$ cat src/rtl/cfg_shadow_pkg.sv
// Shared constants and FSM state type for the configuration shadow loader.
package cfg_shadow_pkg;

  localparam int unsigned CFG_WORD_W   = 32;
  localparam int unsigned COMMIT_CNT_W = 16;

  typedef enum logic [1:0] {
    StIdle,
    StPending,
    StApply
  } ld_state_e;

endpackage

$ cat src/rtl/cfg_word_bank.sv
// Shadow and active configuration word arrays with a bulk shadow-to-active copy.
// Optional registered readback port under CFG_SHADOW_READBACK_EN.
module cfg_word_bank
  import cfg_shadow_pkg::*;
#(
  parameter int unsigned            CFG_WORDS   = 16,
  parameter int unsigned            ADDR_W      = 4,
  parameter logic [CFG_WORD_W-1:0]  RESET_VALUE = '0
) (
  input  logic                              aclk,
  input  logic                              reset,
  input  logic                              wr_en,
  input  logic [ADDR_W-1:0]                 wr_addr,
  input  logic [CFG_WORD_W-1:0]             wr_data,
  input  logic                              copy_en,
  output logic [CFG_WORDS*CFG_WORD_W-1:0]   active_flat
`ifdef CFG_SHADOW_READBACK_EN
  ,
  input  logic [ADDR_W-1:0]                 rd_addr,
  input  logic                              rd_sel,
  output logic [CFG_WORD_W-1:0]             rd_data
`endif
);

  logic [CFG_WORD_W-1:0] shadow_q [CFG_WORDS];
  logic [CFG_WORD_W-1:0] active_q [CFG_WORDS];

  // wr_en arrives already qualified as in-range; copy reads the pre-write shadow.
  always_ff @(posedge aclk) begin
    if (reset) begin
      for (int k = 0; k < CFG_WORDS; k++) begin
        shadow_q[k] <= RESET_VALUE;
        active_q[k] <= RESET_VALUE;
      end
    end else begin
      for (int k = 0; k < CFG_WORDS; k++) begin
        if (wr_en && (wr_addr == ADDR_W'(k))) begin
          shadow_q[k] <= wr_data;
        end
        if (copy_en) begin
          active_q[k] <= shadow_q[k];
        end
      end
    end
  end

  for (genvar g = 0; g < CFG_WORDS; g++) begin : g_flat
    assign active_flat[g*CFG_WORD_W +: CFG_WORD_W] = active_q[g];
  end

`ifdef CFG_SHADOW_READBACK_EN
  logic [CFG_WORD_W-1:0] rd_word;
  logic [CFG_WORD_W-1:0] rd_data_q;

  // Addresses with no matching word fall through to zero.
  always_comb begin
    rd_word = '0;
    for (int k = 0; k < CFG_WORDS; k++) begin
      if (rd_addr == ADDR_W'(k)) begin
        rd_word = rd_sel ? shadow_q[k] : active_q[k];
      end
    end
  end

  always_ff @(posedge aclk) begin
    if (reset) begin
      rd_data_q <= '0;
    end else begin
      rd_data_q <= rd_word;
    end
  end

  assign rd_data = rd_data_q;
`endif

endmodule

$ cat src/rtl/cfg_shadow_loader.sv
// Assembles a wide config vector from 32-bit writes; commits shadow to active atomically.
// Define CFG_SHADOW_READBACK_EN to add the rd_addr/rd_sel/rd_data readback port.
module cfg_shadow_loader
  import cfg_shadow_pkg::*;
#(
  parameter int unsigned            CFG_WORDS   = 16,
  parameter int unsigned            ADDR_W      = 4,
  parameter bit                     SYNC_COMMIT = 1'b1,
  parameter logic [CFG_WORD_W-1:0]  RESET_VALUE = '0
) (
  input  logic                              aclk,
  input  logic                              reset,
  input  logic [ADDR_W-1:0]                 wr_addr,
  input  logic [CFG_WORD_W-1:0]             wr_data,
  input  logic                              wr_valid,
  output logic                              wr_ready,
  input  logic                              commit,
  input  logic                              sync_tick,
  output logic [CFG_WORDS*CFG_WORD_W-1:0]   cfg_dout,
  output logic                              cfg_updated,
  output logic                              busy,
  output logic                              addr_err,
  output logic [COMMIT_CNT_W-1:0]           commit_cnt
`ifdef CFG_SHADOW_READBACK_EN
  ,
  input  logic [ADDR_W-1:0]                 rd_addr,
  input  logic                              rd_sel,
  output logic [CFG_WORD_W-1:0]             rd_data
`endif
);

  ld_state_e                 state_q, state_d;
  logic                      copy_en;
  logic                      wr_fire;
  logic                      addr_bad;
  logic                      updated_q;
  logic                      addr_err_q;
  logic [COMMIT_CNT_W-1:0]   commit_cnt_q;

  always_comb begin
    state_d = state_q;
    copy_en = 1'b0;
    unique case (state_q)
      StIdle: begin
        if (commit) begin
          state_d = (!SYNC_COMMIT || sync_tick) ? StApply : StPending;
        end
      end
      StPending: begin
        if (sync_tick) begin
          state_d = StApply;
        end
      end
      StApply: begin
        copy_en = 1'b1;
        state_d = StIdle;
      end
      default: state_d = StIdle;
    endcase
  end

  // Ready depends on state only, so writes are never accepted during a copy.
  assign wr_ready = (state_q == StIdle);
  assign busy     = (state_q != StIdle);
  assign wr_fire  = wr_valid && wr_ready;
  assign addr_bad = (32'(wr_addr) >= CFG_WORDS);

  always_ff @(posedge aclk) begin
    if (reset) begin
      state_q      <= StIdle;
      updated_q    <= 1'b0;
      addr_err_q   <= 1'b0;
      commit_cnt_q <= '0;
    end else begin
      state_q    <= state_d;
      updated_q  <= copy_en;
      addr_err_q <= addr_err_q || (wr_fire && addr_bad);
      if (copy_en) begin
        commit_cnt_q <= commit_cnt_q + COMMIT_CNT_W'(1);
      end
    end
  end

  assign cfg_updated = updated_q;
  assign addr_err    = addr_err_q;
  assign commit_cnt  = commit_cnt_q;

  cfg_word_bank #(
    .CFG_WORDS   (CFG_WORDS),
    .ADDR_W      (ADDR_W),
    .RESET_VALUE (RESET_VALUE)
  ) u_bank (
    .aclk        (aclk),
    .reset       (reset),
    .wr_en       (wr_fire && !addr_bad),
    .wr_addr     (wr_addr),
    .wr_data     (wr_data),
    .copy_en     (copy_en),
    .active_flat (cfg_dout)
`ifdef CFG_SHADOW_READBACK_EN
    ,
    .rd_addr     (rd_addr),
    .rd_sel      (rd_sel),
    .rd_data     (rd_data)
`endif
  );

endmodule

$ cat config.mk
export PLATFORM = sky130hd
export DESIGN_NAME = cfg_shadow_loader
export DESIGN_NICKNAME = d
export VERILOG_FILES = /design/src/rtl/cfg_shadow_pkg.sv /design/src/rtl/cfg_word_bank.sv /design/src/rtl/cfg_shadow_loader.sv
export SDC_FILE = /design/constraint.sdc
export NUM_CORES = 1
export LEC_CHECK = 0
export ABC_AREA = 0
export CAP_MARGIN = 30
export CORE_AREA = 10 10 356 289
export DETAILED_ROUTE_END_ITERATION = 6
export DIE_AREA = 0 0 366 299
export HOLD_SLACK_MARGIN = 0.1
export PLACE_DENSITY_LB_ADDON = 0.05
export SLEW_MARGIN = 10
export SYNTH_ARGS = -nofsm -noshare
export SYNTH_HDL_FRONTEND = slang
export SYNTH_HIERARCHICAL = 1
export SYNTH_SLANG_ARGS = --single-unit
$ cat constraint.sdc
create_clock -name aclk -period 10.95 [get_ports aclk]
set_input_delay 3.285 -clock aclk [delete_from_list [all_inputs] [get_ports aclk]]
set_output_delay 3.285 -clock aclk [all_outputs]
set_load 0.005 [all_outputs]
==> run_results.csv <==
group,metric,value,unit
grt,busiest_layer,"met2",
layout,drive_above_1_share,0.1115,
synthesis,yosys.cell_types.count,37,
clocking,ctsResizeCount,0,
synthesis,synthFlopType,"edfxtp_1",
synthesis,synthArstFlopShare,0,
grt,grt_use_met2,0.3311,
synthesis,yosysTopAreaCell,"edfxtp_1",
drt,drtAntennaViolNets,0,
grt,grt_use_met3,0.05322,
synthesis,synthSimpleGateAreaFrac,0.1499,
timing,rsz0062_at_grt,"false",
timing,relSlewSlack,0.3092,
critical_path,start_kind,"primary input",
timing,max_freq,0.1620,GHz
synthesis,synthTopCellsByCount,"edfxtp_1, and2_1, nor3_1",
clocking,cts_root_buf,"clkbuf_16",
layout,nets,2820,
clocking,ctsHoldBuffers,0,
synthesis,synth_top_family_by_area,"simple AND/OR/NAND/NOR gates",
critical_path,cp.required,11.32,ns
synthesis,synth_cells,2210,
critical_path,crit_path_max_fanout,70,
die,initial_core_util,0.3961,
power,leakagePower,17.13,nW
place,portBuffers,571,
power,netSwitchingPower,0.001915,W
timing,worstMarginPinSlew,1.036,ns
synthesis,yosysWarnings,6,
grt,grt_pass1_vias,20599,
clocking,clock_sinks,1043,
synthesis,ys_ff_latch,1043,
power,combPwrFrac,0.067,
synthesis,synth_edf_count,1024,
drt,drt_iter0_drc,1345,
synthesis,yosysTopAreaCellShare,0.8100,
synthesis,synthMostInstantiatedCell,"edfxtp_1",
place,place_hpwl,68.25,mm
critical_path,slowest_stage,"buf_4",
drt,post_drt_wl_per_cell,25.43,microns
synthesis,netlist_top_cells_area,"edfxtp_1, and2_1, nor3_1",
critical_path,crit_top_cell,"buf_4",
place,gp_congestion,0.7778,
synthesis,ys_seq_area_frac,0.8200,
die,core,95840,sq um
synthesis,syn-num-nets,2252,
worst_hold_path,hold_class,"flip-flop to flip-flop",
clocking,max-clock-path-buffers,3,
clocking,clkLatencyLatePin,0.66,ns
die,rows,102,
layout,final_area,49110,sq um
place,place_area,45490,sq um
grt,use_met1,0.2214,
power,netSwitchingFraction,0.2127,
critical_path,cp_cell_sequence,"clkdlybuf4s50_1, and2_1, or3b_4, buf_4, buf_4, o21bai_2, buf_4",
synthesis,synth_area_per_cell,17.18,sq um
drt,vias,19898,
power,ir_drop,130.9,uV
clocking,clk_pin_slew,0.06,ns
grt,grt_use_total,0.1877,
layout,fill_cells,7944,
critical_path,max_stage_delay,0.84,ns
synthesis,synth.area.mux_share,0.0005603,
die,die_h,299,microns
power,pwr-share-clk,0.411,
timing,finalSetupTns,0,ns
die,pin_count,573,
clocking,cts_made_buffers,105,
layout,n_antenna_cell,0,
power,p_seq_frac,0.523,
clocking,post_cts_buffers,0,
synthesis,netlist_area,37960,sq um
layout,syn_to_final_growth,29.36,%
power,intPower,0.007086,W
die,dieArea,109400,sq um
grt,grt_pass1_wl,149.6,mm
critical_path,end_kind,"flip-flop",
die,die_w,366,microns
grt,grt_max_degree,163,
power,p_per_area,183.3,nW/um^2
grt,antenna_found_initial,0,
timing,skew,0.01995,ns
timing,drv_slew,0,
job,max_cap_viol_count,0,
drt,firstDrtPassIters,5,
synthesis,synthXorXnorAreaFrac,0.002538,
timing,final_hold_viol_count,0,
clocking,htree_levels,3,
clocking,tritoncts,"done",
drt,post_drt_via_cell_ratio,4.783,
critical_path,cp.arrival,6.55,ns
grt,grt_remaining_overflow,0,
drt,drt-total-wl,105.8,mm
drt,drc,0,
timing,setup_violations,0,
synthesis,synthAdderAreaFrac,0.0003296,
outcome,status,"complete, no violations",
synthesis,synth_compound_area_frac,0.004252,
timing,finalCritPeriodShare,0.5637,
timing,finalCriticalPeriod,6.173,ns
critical_path,path_class,"primary input to flip-flop",
## final timing paths
check | depth (start not counted) | slack [ns] | end | from
max | 7 | 4.78 | u_bank/shadow_q[0][26] | wr_valid
min | 1 | 0.50 | u_bank/active_q[0][246] | u_bank/shadow_q[0][246]
max reg2reg | 7 | 7.15 | u_bank/shadow_q[0][26] | state_q[1]
min reg2reg | 1 | 0.50 | u_bank/active_q[0][246] | u_bank/shadow_q[0][246]
## layer usage
| metal | vias up | wire (microns) |
|---|---|---|
| li1 | 9131 | - |
| met1 | 10072 | 41400 |
| met2 | 555 | 54630 |
| met3 | 140 | 6849 |
| met4 | 0 | 2905 |
| met5 | - | 0 |
## final cells by class
| cell class | count | area [sq um] | area share |
|---|---|---|---|
| sequential | 1043 | 31130 | 0.6339 |
| timing repair buffer | 631 | 6491 | 0.1322 |
| multi-input combinational | 960 | 6190 | 0.1260 |
| clock buffer | 117 | 2715 | 0.05529 |
| tap | 1300 | 1627 | 0.03312 |
| clock inverter | 72 | 815.8 | 0.01661 |
| inverter | 37 | 138.9 | 0.002828 |
## sequential cells by signal, indices dropped and copies added (netlist names)
signal and count:
commit_cnt 16, u_bank/active_q 512, u_bank/shadow_q 512, state_q 2, cfg_updated 1
## layout by cell type (no fill, tap or decap), types with 3 or more instances in the layout
master	Yosys	final
clkinv_4	0	3
inv_1	37	37
nand2b_1	36	34
buf_4	2	38
clkbuf_16	0	107
clkdlybuf4s50_1	0	570
edfxtp_1	1024	1024
buf_16	0	10
clkinvlp_4	0	3
nor3_2	69	69
buf_12	0	7
and2_1	321	321
a21oi_1	3	3
nor2b_1	196	195
clkinv_2	0	25
xnor2_1	8	8
inv_6	0	3
o21bai_4	0	14
a31o_2	3	3
clkinv_1	0	20
clkbuf_1	119	10
nor2_1	19	19
bufinv_16	0	18
nand4_1	4	4
xor2_1	3	3
nor3_1	256	256
dfxtp_1	19	19
buf_8	0	4
nor4_1	4	4
## worst max-delay path, delay by kind of cell
kind	cells	cell delay [ns]
simple gates	2	0.43
buf+inv	4	2.28
compound gates	1	0.42
## per-stage QoR
| step | setup WS [ns] | power [W] | util | hold slack (ns) | std cells |
|---|---|---|---|---|---|
| after floorplan | 0.2090 | 0.004980 | - | 0.4967 | 2210 |
| after global placement | 4.212 | 0.005391 | 0.4715 | 0.4982 | 3954 |
| after detailed placement | 4.146 | 0.005409 | 0.4746 | 0.5014 | 3967 |
| after CTS | 4.838 | 0.009099 | 0.5115 | 0.5026 | 4156 |
| after global routing | 4.615 | 0.009302 | 0.5124 | 0.5209 | 4160 |
| final | 4.777 | 0.009001 | 0.5124 | 0.5002 | 4160 |
## power groups by stage
stage	Clock [W]	Combinational (W)	Sequential, W
floorplan	0	0.000187	0.00479
global placement	0	0.000597	0.00479
detailed placement	0	0.000616	0.00479
CTS	0.00377	0.000618	0.00471
global route	0.00393	0.000645	0.00472
finish	0.00370	0.000600	0.00470
## kinds of logic (layout without fill, tap and decap cells)
logic type	Yosys count	count (layout)
mux	2	2
flops	1043	1043
other cells	1	1
compound gates	22	22
simple gates	923	923
xor+xnor	11	11
fa+ha+maj	1	1
buf+inv	207	857
Power figures use the tool's default switching activity.
